`src/rtl/serial_subtractor.sv`:
```
`default_nettype none
// +----------------------------------------------------------------------+
// | serial_subtractor : bit-serial A - B - borrow_in, LSB first           |
// | Revision: 1.0                                                         |
// +----------------------------------------------------------------------+
module serial_subtractor #(
   parameter int WIDTH = 8
) (
   input  logic             i_clk,
   input  logic             i_reset,
   input  logic             i_start,
   input  logic [WIDTH-1:0] i_a,
   input  logic [WIDTH-1:0] i_b,
   input  logic             i_borrow_in,
   output logic             o_busy,
   output logic             o_done,
   output logic [WIDTH-1:0] o_diff,
   output logic             o_borrow,
   output logic             o_overflow
);

   localparam int              CNT_W  = (WIDTH > 2) ? $clog2(WIDTH) : 1;
   localparam logic [1:0]      C_IDLE = 2'd0;
   localparam logic [1:0]      C_RUN  = 2'd1;
   localparam logic [1:0]      C_DONE = 2'd2;
   localparam logic [CNT_W-1:0] C_LAST = CNT_W'(WIDTH - 1);

   logic [1:0]       state_q, state_d;
   logic [WIDTH-1:0] a_q, a_d, b_q, b_d, res_q, res_d, diff_q, diff_d;
   logic [CNT_W-1:0] cnt_q, cnt_d;
   logic             br_q, br_d, borrow_q, borrow_d, ovf_q, ovf_d;

   logic w_accept, w_last, w_a0, w_b0, w_bit, w_br_next;

   assign w_accept  = i_start && ((state_q == C_IDLE) || (state_q == C_DONE));
   assign w_last    = (state_q == C_RUN) && (cnt_q == C_LAST);
   assign w_a0      = a_q[0];
   assign w_b0      = b_q[0];
   assign w_bit     = w_a0 ^ w_b0 ^ br_q;
   assign w_br_next = (~w_a0 & w_b0) | (~(w_a0 ^ w_b0) & br_q);

   // State register
   always_ff @(posedge i_clk) begin
      if (i_reset) state_q <= C_IDLE;
      else         state_q <= state_d;
   end

   // Next-state logic
   always_comb begin
      state_d = state_q;
      case (state_q)
         C_IDLE:  if (i_start) state_d = C_RUN;
         C_RUN:   if (w_last)  state_d = C_DONE;
         C_DONE:  state_d = i_start ? C_RUN : C_IDLE;
         default: state_d = C_IDLE;
      endcase
   end

   // Output decode, purely from registered state
   always_comb begin
      o_busy = (state_q == C_RUN);
      o_done = (state_q == C_DONE);
   end

   always_comb begin
      a_d      = a_q;
      b_d      = b_q;
      res_d    = res_q;
      br_d     = br_q;
      cnt_d    = cnt_q;
      diff_d   = diff_q;
      borrow_d = borrow_q;
      ovf_d    = ovf_q;
      if (w_accept) begin
         a_d   = i_a;
         b_d   = i_b;
         br_d  = i_borrow_in;
         cnt_d = '0;
      end else if (state_q == C_RUN) begin
         a_d   = a_q >> 1;
         b_d   = b_q >> 1;
         res_d = {w_bit, res_q[WIDTH-1:1]};
         br_d  = w_br_next;
         cnt_d = cnt_q + 1'b1;
         // On the last bit the operand LSBs are the original sign bits
         if (w_last) begin
            diff_d   = {w_bit, res_q[WIDTH-1:1]};
            borrow_d = w_br_next;
            ovf_d    = (w_a0 != w_b0) && (w_bit != w_a0);
         end
      end
   end

   always_ff @(posedge i_clk) begin
      if (i_reset) begin
         a_q      <= '0;
         b_q      <= '0;
         res_q    <= '0;
         br_q     <= 1'b0;
         cnt_q    <= '0;
         diff_q   <= '0;
         borrow_q <= 1'b0;
         ovf_q    <= 1'b0;
      end else begin
         a_q      <= a_d;
         b_q      <= b_d;
         res_q    <= res_d;
         br_q     <= br_d;
         cnt_q    <= cnt_d;
         diff_q   <= diff_d;
         borrow_q <= borrow_d;
         ovf_q    <= ovf_d;
      end
   end

   assign o_diff     = diff_q;
   assign o_borrow   = borrow_q;
   assign o_overflow = ovf_q;

endmodule
`default_nettype wire

```
`config.mk`:
```
export PLATFORM = sky130hd
export DESIGN_NAME = serial_subtractor
export DESIGN_NICKNAME = d
export VERILOG_FILES = /design/src/rtl/serial_subtractor.sv
export SDC_FILE = /design/constraint.sdc
export NUM_CORES = 1
export LEC_CHECK = 0
export ABC_CLOCK_PERIOD_IN_PS = 2200
export CAP_MARGIN = 0
export CORE_MARGIN = 2
export CORE_UTILIZATION = 50
export CTS_CLUSTER_DIAMETER = 60
export DETAILED_ROUTE_END_ITERATION = 12
export PLACE_DENSITY = 0.79
export SETUP_SLACK_MARGIN = 0.02
export SLEW_MARGIN = 20
export SYNTH_ARGS = -nofsm -noshare
export SYNTH_HDL_FRONTEND = slang
export SYNTH_SLANG_ARGS = --single-unit
```
`constraint.sdc`:
```
create_clock -name i_clk -period 2.2 [get_ports i_clk]
set_input_delay 0.66 -clock i_clk [delete_from_list [all_inputs] [get_ports i_clk]]
set_output_delay 0.66 -clock i_clk [all_outputs]
set_load 0.1 [all_outputs]
```
Yosys cells after proc, flatten, opt, wreduce, memory -nomap -nowiden
Cells that the tools add are included.

storage, ports and cells
  bits in registers = 40
  input port bits = 20
  output and inout bits = 12
  word-level logic and storage cells = 45

cells by class
  $add $sub $neg = 1
  equal/unequal tests = 7
  mux-type cells = 10
  bitwise operators = 8
  reductions and logical operators = 10

operators with widths
  cell                                                                     number
  8-bit two-way mux                                                        4
  2-bit one-hot mux with 3 select lines                                    1
  2-bit two-way mux                                                        2
  2-bit AND reduction                                                      2
  3-bit by 1-bit adder with 3-bit output, second input constant            1
  3-bit equality test, second input constant                               1
  1-bit logical AND                                                        3
  1-bit two-way mux                                                        3
  1-bit NOT                                                                3
  3-bit AND reduction                                                      1
  1-bit bitwise AND                                                        2
  2-bit by 1-bit equality test with 1-bit output, second input constant    1
  2-bit equality test, second input constant                               1
  2-bit logical NOT                                                        1
  1-bit inequality test                                                    2
  2-bit by 1-bit inequality test with 1-bit output, second input constant  1
  2-bit inequality test, second input constant                             1
  2-bit nonzero test                                                       1
  2-bit OR reduction                                                       1
  1-bit XOR                                                                2
  1-bit logical OR                                                         1
  1-bit bitwise OR                                                         1

Logic depth before layout (Yosys ltp)
Gate-level depths: netlist of the first run.

  depth in word-level cells = 6
  gate-level depth with buffers = 6
  mapped depth without buffers = 5

Worst setup path after synthesis of the first run
Ideal clock, no wire load.

  path kind = register -> output
  from = reg state_q[0]
  to = out o_done
  arrival = 1090 ps
  required time = 1540 ps
  path slack = 450 ps
  cell stages (with the launch flop) = 2
  buffers on the path = 0
  cells stage by stage = dfxtp_1 -> and2b_1

between the ends
  cells in the longest elaborated chain, start to end = 1

ends and longest elaborated chain
  item                    RTL line  source
  start, declared         28        logic [1:0] state_q, state_d;
  start signal, assigned  45        else state_q <= state_d;
  2-bit equality test     62        o_done = (state_q == C_DONE);
  end, declared           16        output logic o_done,

No other way between the ends.

Worst setup path in the final report of the first run
  from = reg state_q[1]
  to = out o_busy

between the ends
  cells in the longest elaborated chain, start to end = 1

ends and longest elaborated chain
  item                                            RTL line  source
  2-bit by 1-bit equality test with 1-bit output  61        o_busy = (state_q == C_RUN);
  end, declared                                   15        output logic o_busy,

No other way between the ends.

==> out/qor.log, run 1 <==
[global_route] met1 layer usage reported by global route 23.3%
[critical_path] highest cell delay on the worst timing path 0.35 ns
[synth] number of warning messages in the yosys log 0
[sta] final critical-path share of the clock period 89.6%
[sta] max-slew violation count 0
[global_route] overall routing resource usage 19.4%
[detailed_routing] DRT antenna net count 0
[critical_path] series of cell instances along the critical path nand2b_1 -> inv_8 -> buf_12
[placed_design] Area after DPL 1900 um^2
[clock_network] Clk Latency, worst-skew pair 0.34 ns
[power] IR Drop Worst-Case VDD 0.450 mV
[clock_network] clock root buffer sky130_fd_sc_hd__clkbuf_4
[clock_network] TritonCTS clock tree yes
[global_route] met3 Use GR 6.61%
[clock_network] Max Buffers Root-to-Sink 2
[floorplanning] number of cell rows 20
[cells_and_area] Non-Filler Cell Area, Final 1970 um^2
[floorplanning] area of the die 3700 um^2
[critical_path] Critical-path top delay cell sky130_fd_sc_hd__dfxtp_1
[sta] final critical path time including I/O delays and setup 1.97 ns
[global_route] largest net degree at the start of global routing 40
[min_path] Hold Path Stages 2
[floorplanning] Die W 60.8 um
[global_route] total congestion overflow 0
[placed_design] number of placed instances, taps included 247
[synth] Cell Area, Synth 1610 um^2
[critical_path] worst endpoint data arrival time 1.31 ns
[min_path] startpoint of the tightest hold check path o_diff[6]
[clock_network] number of H-tree levels 2
[critical_path] Setup Crit Path Kind register to primary output
[critical_path] Crit Reg-Reg Endpoint o_overflow
[cells_and_area] diode insertion count for antenna repair 0
[sta] post-route setup slack 0.228 ns
[synth] sequential share of the synthesized area 48.4%
[detailed_routing] number of DRC markers after the initial detailed-route iteration 33
[global_route] grt peak-use layer met2
[global_route] routing usage on met2 31.5%
[critical_path] CP endpoint kind primary output
[critical_path] required time of the worst setup path 1.54 ns
[detailed_routing] number of vias per cell after detailed routing 5.20
[floorplanning] Initial Util 52.9%
[min_path] Hold WC Path Type register to register
[detailed_routing] iteration count of the initial detailed-routing pass 4
[placed_design] count of input and output buffers 31
[critical_path] CP startpoint kind register
[floorplanning] die height 60.8 um
[clock_network] number of cells upsized or downsized after cts 0
[power] leakage power 0.736 nW
[critical_path] reg-to-reg slack, setup 0.52 ns
[outcome] result of the run finished, final reports clean
[clock_network] hold buffers post-CTS 0
[placed_design] pre-CTS setup slack 0.230 ns
[min_path] worst hold endpoint o_diff[6]
[global_route] number of global-route vias before repair 1156
[critical_path] largest delay contributor family on the critical path buffers and inverters
[global_route] antenna violations before repair 0
[power] PD cells 696 nW/um^2
[placed_design] gp weighted congestion 0.743
[critical_path] worst-path fanout max 26
[sta] worst-margin pin slew 0.412 ns
[synth] cell count after synthesis 183
[synth] number of distinct library cell variants in the gate-level netlist after synthesis 30
[critical_path] number of buffer and inverter instances along the worst setup path 2
[critical_path] source of the worst register-to-register timing path a_q[0]
[floorplanning] count of boundary I/O pins 32
[detailed_routing] detailed-route via count 1327
[clock_network] # Post-CTS Setup Buffers 0
[sta] setup repair after global routing missed its margin no
[sta] peak clock frequency supported by timing 507 MHz
[floorplanning] area inside the core boundary 3050 um^2
[clock_network] CTS Buf Count 5
[job] Max Cap Violations 0
[clock_network] sink count of the clock tree 39
[critical_path] logic depth of the worst register-to-register path 5
[cells_and_area] Area Overhead vs Synth 22.3%
[cells_and_area] share of post-route cells with drive strength above 1 13.3%
[placed_design] HPWL reported at the end of detailed placement 2060 um
[sta] relative max-transition margin 72.5%
[sta] final hold violation count 0
[detailed_routing] detailed-route DRC error count 0
[detailed_routing] final WL 3100 um
[synth] nets in the synthesized netlist 207
[synth] Mean Syn Cell Area 8.82 um^2
[cells_and_area] Non-Filler Instances 255
[clock_network] post-CTS clock slew at the launch and capture registers of the worst setup and hold paths 0.12 ns
[cells_and_area] final-stage net count 234
[sta] Final Skew 0.00854 ns
[sta] setup tns final 0 ns
[synth] flip-flop and latch count after synthesis 39
[sta] setup-violating endpoint count in the final report 0
[global_route] first-pass GRT wire length 5140 um
[detailed_routing] WL per Instance 12.1 um
[cell usage after synthesis]
cell / n / area share, %
sky130_fd_sc_hd__buf_6: 4 / 2.8
sky130_fd_sc_hd__fa_1: 1 / 1.2
sky130_fd_sc_hd__nand2b_1: 2 / 0.78
sky130_fd_sc_hd__a211oi_1: 2 / 0.93
sky130_fd_sc_hd__buf_2: 4 / 1.2
sky130_fd_sc_hd__a21oi_1: 19 / 5.9
sky130_fd_sc_hd__inv_1: 1 / 0.23
sky130_fd_sc_hd__dfxtp_1: 39 / 48
sky130_fd_sc_hd__buf_12: 1 / 1.2
sky130_fd_sc_hd__a311oi_1: 6 / 3.3
sky130_fd_sc_hd__nor3_1: 12 / 3.7
sky130_fd_sc_hd__xor2_1: 1 / 0.54
sky130_fd_sc_hd__nand3_1: 4 / 1.2
sky130_fd_sc_hd__a22oi_1: 3 / 1.4
sky130_fd_sc_hd__xnor2_1: 1 / 0.54
sky130_fd_sc_hd__nand3b_1: 1 / 0.47
sky130_fd_sc_hd__buf_4: 2 / 0.93
sky130_fd_sc_hd__clkbuf_1: 4 / 0.93
sky130_fd_sc_hd__ha_1: 3 / 2.3
sky130_fd_sc_hd__o21a_1: 1 / 0.47
sky130_fd_sc_hd__nand2_1: 45 / 10
sky130_fd_sc_hd__or3_1: 1 / 0.39
sky130_fd_sc_hd__and3b_1: 1 / 0.54
sky130_fd_sc_hd__nor2_1: 12 / 2.8
sky130_fd_sc_hd__inv_8: 1 / 0.70
sky130_fd_sc_hd__nand2_2: 1 / 0.39
sky130_fd_sc_hd__and2b_1: 2 / 0.93
sky130_fd_sc_hd__mux2i_1: 3 / 1.9
sky130_fd_sc_hd__o22ai_1: 4 / 1.6
sky130_fd_sc_hd__a311oi_2: 2 / 1.9
[tightest hold or removal path: cells and delay by family, from the launching register on]
family,cells,cell delay (ns)
flops,1,0.33
simple gates,1,0.05
compound gates,1,0.05
[cells by family after synthesis]
kind of cell	Yosys count	synth area share, %
buf+inv	17	8.06
fa+ha+maj	4	3.57
mux	3	1.86
simple gates	81	21.7
xor+xnor	2	1.09
compound gates	37	15.3
flops	39	48.4
[worst max-delay path by stage]
stage                           from     end  slack (ns)  cells past startpoint
after CTS                 state_q[1]  o_busy        0.21                      3
after global placement       i_start  a_q[7]        0.28                      4
after detailed placement     i_start  a_q[7]        0.23                      4
after global routing      state_q[0]  o_busy        0.12                      3
after floorplan           state_q[0]  o_done        0.45                      1
final                     state_q[1]  o_busy        0.23                      3
[cell type report]
cell class,instances,area (um^2)
fillers,257,1080
flip-flops and latches,39,781
multi-input cells,127,703
repair buffers,35,348
clock buffers,7,65.1
well taps,44,55.1
inverters,2,15.0
clock inverters,1,7.51
[state kept, by name (all words and copies together), names as in the netlist]
name,count
cnt_q,3
res_q,7
o_diff,8
br_q,1
o_overflow,1
a_q,8
state_q,2
o_borrow,1
b_q,8
[power breakdown]
part,internal (mW),switching [mW],total [mW]
sequential,0.740,0.0214,0.761
clock,0.187,0.230,0.417
combinational,0.0899,0.106,0.196
[routing by layer]
layer | up-vias | share of wire (%)
met3 | 4 | 4.7
met1 | 611 | 48
met4 | 0 | 1.2
met5 | - | 0
li1 | 677 | -
met2 | 35 | 46
[per-stage QoR]
stage / hold slack, ns / power, mW / utilization (%)
floorplan: 0.432 / 0.919 / -
global placement: 0.439 / 0.963 / 62.3
detailed placement: 0.447 / 0.971 / 62.3
CTS: 0.464 / 1.38 / 64.7
global route: 0.480 / 1.43 / 64.7
finish: 0.462 / 1.37 / 64.7
[placed cells by master (no fill, tap or decap), drive strengths merged, types with 3 or more instances in the layout]
cell            n
clkdlybuf4s50  19
nand2          46
o22ai           4
a22oi           3
ha              3
clkbuf          7
dfxtp          39
a311oi          8
nor2           12
nand3           4
nor3           12
a21oi          19
mux2i           3
buf            16
Note: power is estimated with default switching activity, not from simulation.
==> run 2: changes to the inputs <==
- RECOVER_POWER: unset -> 50
==> run 2 against run 1 <==
Against the previous run:
- first-iteration DRC count is 18% higher
- worst hold slack hardly changed
- final cell count unchanged
- highest routed layer unchanged
==> out/qor.log, run 2 (synthesis gave the netlist of run 1 again) <==
[outcome] result of the run finished, final reports clean
[global_route] overall routing resource usage 19.4%
[clock_network] sink count of the clock tree 39
[cells_and_area] commonest non-fill, non-tap cells in the layout 45 x sky130_fd_sc_hd__nand2_1, 39 x sky130_fd_sc_hd__dfxtp_1, 19 x sky130_fd_sc_hd__a21oi_1
[global_route] met1 layer usage reported by global route 23.3%
[cells_and_area] Area Overhead vs Synth 21.8%
[floorplanning] area inside the core boundary 3050 um^2
[critical_path] logic depth of the worst register-to-register path 5
[critical_path] worst-path fanout max 26
[power] leakage power 0.732 nW
[clock_network] number of H-tree levels 2
[clock_network] number of cells upsized or downsized after cts 0
[sta] setup repair after global routing missed its margin no
[clock_network] TritonCTS clock tree yes
[critical_path] series of cell instances along the critical path nand2b_1 -> inv_8 -> buf_12
[sta] relative max-transition margin 63.0%
[sta] final hold violation count 0
[cells_and_area] Non-Filler Instances 255
[power] total power 1.37 mW
[min_path] Hold WC Path Type register to register
[clock_network] Clk Latency, worst-skew pair 0.34 ns
[sta] final-layout worst hold slack 0.463 ns
[sta] setup-violating endpoint count in the final report 0
[clock_network] clock root buffer sky130_fd_sc_hd__clkbuf_4
[detailed_routing] detailed-route DRC error count 0
[global_route] first-pass GRT wire length 5140 um
[global_route] grt peak-use layer met2
[detailed_routing] final WL 3080 um
[floorplanning] die height 60.8 um
[detailed_routing] number of vias per cell after detailed routing 5.10
[placed_design] number of placed instances, taps included 247
[sta] peak clock frequency supported by timing 508 MHz
[cells_and_area] utilization of the core after routing 64.4%
[sta] final critical path time including I/O delays and setup 1.97 ns
[min_path] Hold Path Stages 2
[cells_and_area] diode insertion count for antenna repair 0
[floorplanning] Die W 60.8 um
[cells_and_area] share of post-route cells with drive strength above 1 12.8%
[detailed_routing] iteration count of the initial detailed-routing pass 4
[global_route] total congestion overflow 0
[global_route] antenna violations before repair 0
[detailed_routing] DRT antenna net count 0
[sta] Final Skew 0.00904 ns
[critical_path] CP startpoint kind register
[sta] worst-margin pin slew 0.556 ns
[power] IR Drop Worst-Case VDD 0.450 mV
[global_route] largest net degree at the start of global routing 40
[global_route] met3 Use GR 6.61%
[critical_path] highest cell delay on the worst timing path 0.35 ns
[sta] post-route setup slack 0.230 ns
[cells_and_area] Non-Filler Cell Area, Final 1970 um^2
[sta] max-slew violation count 0
[placed_design] Area after DPL 1900 um^2
[job] Max Cap Violations 0
[detailed_routing] detailed-route via count 1300
[critical_path] required time of the worst setup path 1.54 ns
[placed_design] gp weighted congestion 0.743
[placed_design] pre-CTS setup slack 0.230 ns
[clock_network] Max Buffers Root-to-Sink 2
[clock_network] post-CTS clock slew at the launch and capture registers of the worst setup and hold paths 0.12 ns
[critical_path] worst endpoint data arrival time 1.31 ns
[floorplanning] area of the die 3700 um^2
[floorplanning] Initial Util 52.9%
[sta] final critical-path share of the clock period 89.5%
[power] PD cells 698 nW/um^2
[critical_path] Critical-path top delay cell sky130_fd_sc_hd__dfxtp_1
[floorplanning] number of cell rows 20
[cells_and_area] most frequent standard cell in the layout excluding fill and tap cells sky130_fd_sc_hd__nand2_1
[detailed_routing] WL per Instance 12.1 um
[critical_path] CP endpoint kind primary output
[clock_network] hold buffers post-CTS 0
[detailed_routing] number of DRC markers after the initial detailed-route iteration 39
[sta] setup tns final 0 ns
[clock_network] # Post-CTS Setup Buffers 0
[floorplanning] count of boundary I/O pins 32
[cells_and_area] final-stage net count 234
[global_route] routing usage on met2 31.5%
[global_route] number of global-route vias before repair 1156
[critical_path] Setup Crit Path Kind register to primary output
[placed_design] count of input and output buffers 31
[placed_design] HPWL reported at the end of detailed placement 2060 um
[clock_network] CTS Buf Count 5
run 2: cell count changes in the layout (fill, tap and decap cells not counted), sizes merged:
cell / before / now
dlygate4sd3: 0 / 1
clkbuf: 7 / 10
buf: 16 / 13
clkdlybuf4s50: 19 / 18
run 2: worst paths after layout:
check / startpoint / to / slack (ns)
setup / recovery: state_q[1] / o_busy / 0.23
hold / removal: o_diff[4] / o_diff[4] / 0.46
setup reg to reg: a_q[0] / o_overflow / 0.51
hold reg to reg: o_diff[4] / o_diff[4] / 0.46
run 2: area by class of cell:
cell class / instances / area [um^2]
Clock buffer: 7 / 65.1
Clock inverter: 1 / 7.51
Fill cell: 258 / 1090
Inverter: 2 / 15.0
Multi-Input combinational cell: 127 / 703
Sequential cell: 39 / 781
Tap cell: 44 / 55.1
Timing Repair Buffer: 35 / 339
run 2: power breakdown:
part	leakage (nW)	internal [mW]	switching [mW]
Combinational	0.376	0.0879	0.106
Clock	0.0375	0.187	0.230
Sequential	0.318	0.740	0.0211
run 2: worst max-delay path: cells and delay by family, from the launching register on:
kind / cells / cell delay [ns]
buf+inv: 2 / 0.39
flops: 1 / 0.35
simple gates: 1 / 0.23
run 2: metal layers:
layer / up-vias / routed length (um)
li1: 681 / -
met1: 587 / 1410
met2: 30 / 1490
met3: 2 / 149
met4: 0 / 31
met5: - / 0
==> run 3: changes to the inputs <==
- CAP_MARGIN: 0 -> unset
- REMOVE_ABC_BUFFERS: unset -> 1
- TNS_END_PERCENT: unset -> 50
==> run 3 against run 2 <==
Against the previous run:
- flip-flop and latch count did not move
- maximum frequency decreased by 1.6%
- non-clock buffer count is the same
- critical path depth unchanged
- worst setup slack got worse by 0.032 ns
- critical path type unchanged
- largest power group unchanged
- die area unchanged
==> out/qor.log, run 3 (synthesis gave the netlist of run 1 again) <==
[cells_and_area] most frequent standard cell in the layout excluding fill and tap cells sky130_fd_sc_hd__nand2_1
[detailed_routing] final WL 3080 um
[placed_design] gp weighted congestion 0.736
[cells_and_area] Non-Filler Instances 255
[sta] final critical path time including I/O delays and setup 2.00 ns
[power] IR Drop Worst-Case VDD 0.394 mV
[sta] relative max-transition margin 51.7%
[min_path] Hold WC Path Type register to register
[critical_path] Setup Crit Path Kind register to primary output
[sta] setup repair after global routing missed its margin no
[outcome] result of the run finished, final reports clean
[clock_network] clock root buffer sky130_fd_sc_hd__clkbuf_4
[global_route] antenna violations before repair 0
[clock_network] number of H-tree levels 2
[global_route] largest net degree at the start of global routing 40
[placed_design] HPWL reported at the end of detailed placement 2090 um
[floorplanning] Initial Util 52.9%
[global_route] overall routing resource usage 18.8%
[sta] setup-violating endpoint count in the final report 0
[detailed_routing] iteration count of the initial detailed-routing pass 4
[cells_and_area] commonest non-fill, non-tap cells in the layout 45 x sky130_fd_sc_hd__nand2_1, 39 x sky130_fd_sc_hd__dfxtp_1, 19 x sky130_fd_sc_hd__a21oi_1
[clock_network] TritonCTS clock tree yes
[sta] peak clock frequency supported by timing 500 MHz
[placed_design] number of placed instances, taps included 247
[global_route] first-pass GRT wire length 5150 um
[placed_design] count of input and output buffers 31
[sta] Final Skew 0.0139 ns
[detailed_routing] WL per Instance 12.1 um
[critical_path] series of cell instances along the critical path nand2b_1 -> inv_8 -> buf_12
[clock_network] Max Buffers Root-to-Sink 2
[sta] final-layout worst hold slack 0.458 ns
[critical_path] CP endpoint kind primary output
[sta] max-slew violation count 0
[clock_network] number of cells upsized or downsized after cts 0
[job] Max Cap Violations 0
[cells_and_area] final-stage net count 234
[floorplanning] area of the die 3700 um^2
[detailed_routing] number of vias per cell after detailed routing 5.21
[floorplanning] number of cell rows 20
[detailed_routing] DRT antenna net count 0
[clock_network] sink count of the clock tree 39
[floorplanning] die height 60.8 um
[power] total power 1.30 mW
[sta] worst-margin pin slew 0.725 ns
[clock_network] post-CTS clock slew at the launch and capture registers of the worst setup and hold paths 0.12 ns
[clock_network] CTS Buf Count 5
[clock_network] Clk Latency, worst-skew pair 0.34 ns
[critical_path] Critical-path top delay cell sky130_fd_sc_hd__dfxtp_1
[sta] setup tns final 0 ns
[sta] final hold violation count 0
[critical_path] worst-path fanout max 26
[detailed_routing] number of DRC markers after the initial detailed-route iteration 54
[power] PD cells 673 nW/um^2
[power] leakage power 0.720 nW
[critical_path] CP startpoint kind register
[detailed_routing] detailed-route via count 1328
[placed_design] pre-CTS setup slack 0.225 ns
[clock_network] # Post-CTS Setup Buffers 0
[floorplanning] count of boundary I/O pins 32
[floorplanning] area inside the core boundary 3050 um^2
[cells_and_area] Area Overhead vs Synth 19.5%
[global_route] number of global-route vias before repair 1242
[critical_path] reg-to-reg slack, setup 0.49 ns
[critical_path] required time of the worst setup path 1.54 ns
[critical_path] highest cell delay on the worst timing path 0.43 ns
[cells_and_area] share of post-route cells with drive strength above 1 11.8%
[floorplanning] Die W 60.8 um
[clock_network] hold buffers post-CTS 0
[critical_path] worst endpoint data arrival time 1.34 ns
[detailed_routing] detailed-route DRC error count 0
[sta] post-route setup slack 0.198 ns
[global_route] total congestion overflow 0
[cells_and_area] diode insertion count for antenna repair 0
[sta] final critical-path share of the clock period 91.0%
[run 3: cell types whose count changed in the layout (fill, tap and decap cells not counted)]
cell,previous run,this run
sky130_fd_sc_hd__clkinv_2,0,1
sky130_fd_sc_hd__a311oi_1,6,8
sky130_fd_sc_hd__clkbuf_2,2,1
sky130_fd_sc_hd__clkbuf_8,2,0
sky130_fd_sc_hd__a311oi_2,2,0
sky130_fd_sc_hd__buf_4,10,13
sky130_fd_sc_hd__buf_12,3,2
[run 3: layout make-up]
cell class                 count  area [um^2]
fill                         288         1120
sequential                    39          781
multi-input combinational    127          691
timing repair buffer          35          333
tap                           44         55.1
clock buffer                   6         41.3
inverter                       2         15.0
clock inverter                 2         12.5
[run 3: per-layer routing]
metal	share of wire (%)	wire (um)	global-route usage [%]	up-vias
met2	50	1550	33.8	37
li1	-	-	-	683
met1	42	1310	20.7	603
met3	6.3	194	5.33	5
met5	0	0	0	-
met4	0.88	27	7.76	0
[run 3: power breakdown]
part / switching [mW] / leakage (nW) / internal [mW]
logic: 0.103 / 0.373 / 0.0849
clock network: 0.226 / 0.0282 / 0.123
registers: 0.0215 / 0.318 / 0.740
total: 0.350 / 0.720 / 0.948
[run 3: critical path, delay by kind of cell, from the launching register on]
family	cells	cell delay, ns
flops	1	0.43
buf+inv	2	0.39
simple gates	1	0.18
[run 3: worst paths after layout]
| check | startpoint | to | depth (start not counted) |
|---|---|---|---|
| worst min-delay path | res_q[6] | res_q[5] | 2 |
| worst max-delay path | state_q[0] | o_busy | 3 |
| worst min register to register | res_q[6] | res_q[5] | 2 |
| worst max register to register | a_q[0] | o_overflow | 5 |
[run 3: stage by stage]
| step | area (um^2) | utilization, % |
|---|---|---|
| after detailed placement | 1890 | 61.9 |
| after floorplan | 1500 | - |
| after global placement | 1890 | 61.9 |
| after global routing | 1930 | 63.2 |
| after CTS | 1940 | 63.6 |
| final | 1930 | 63.2 |
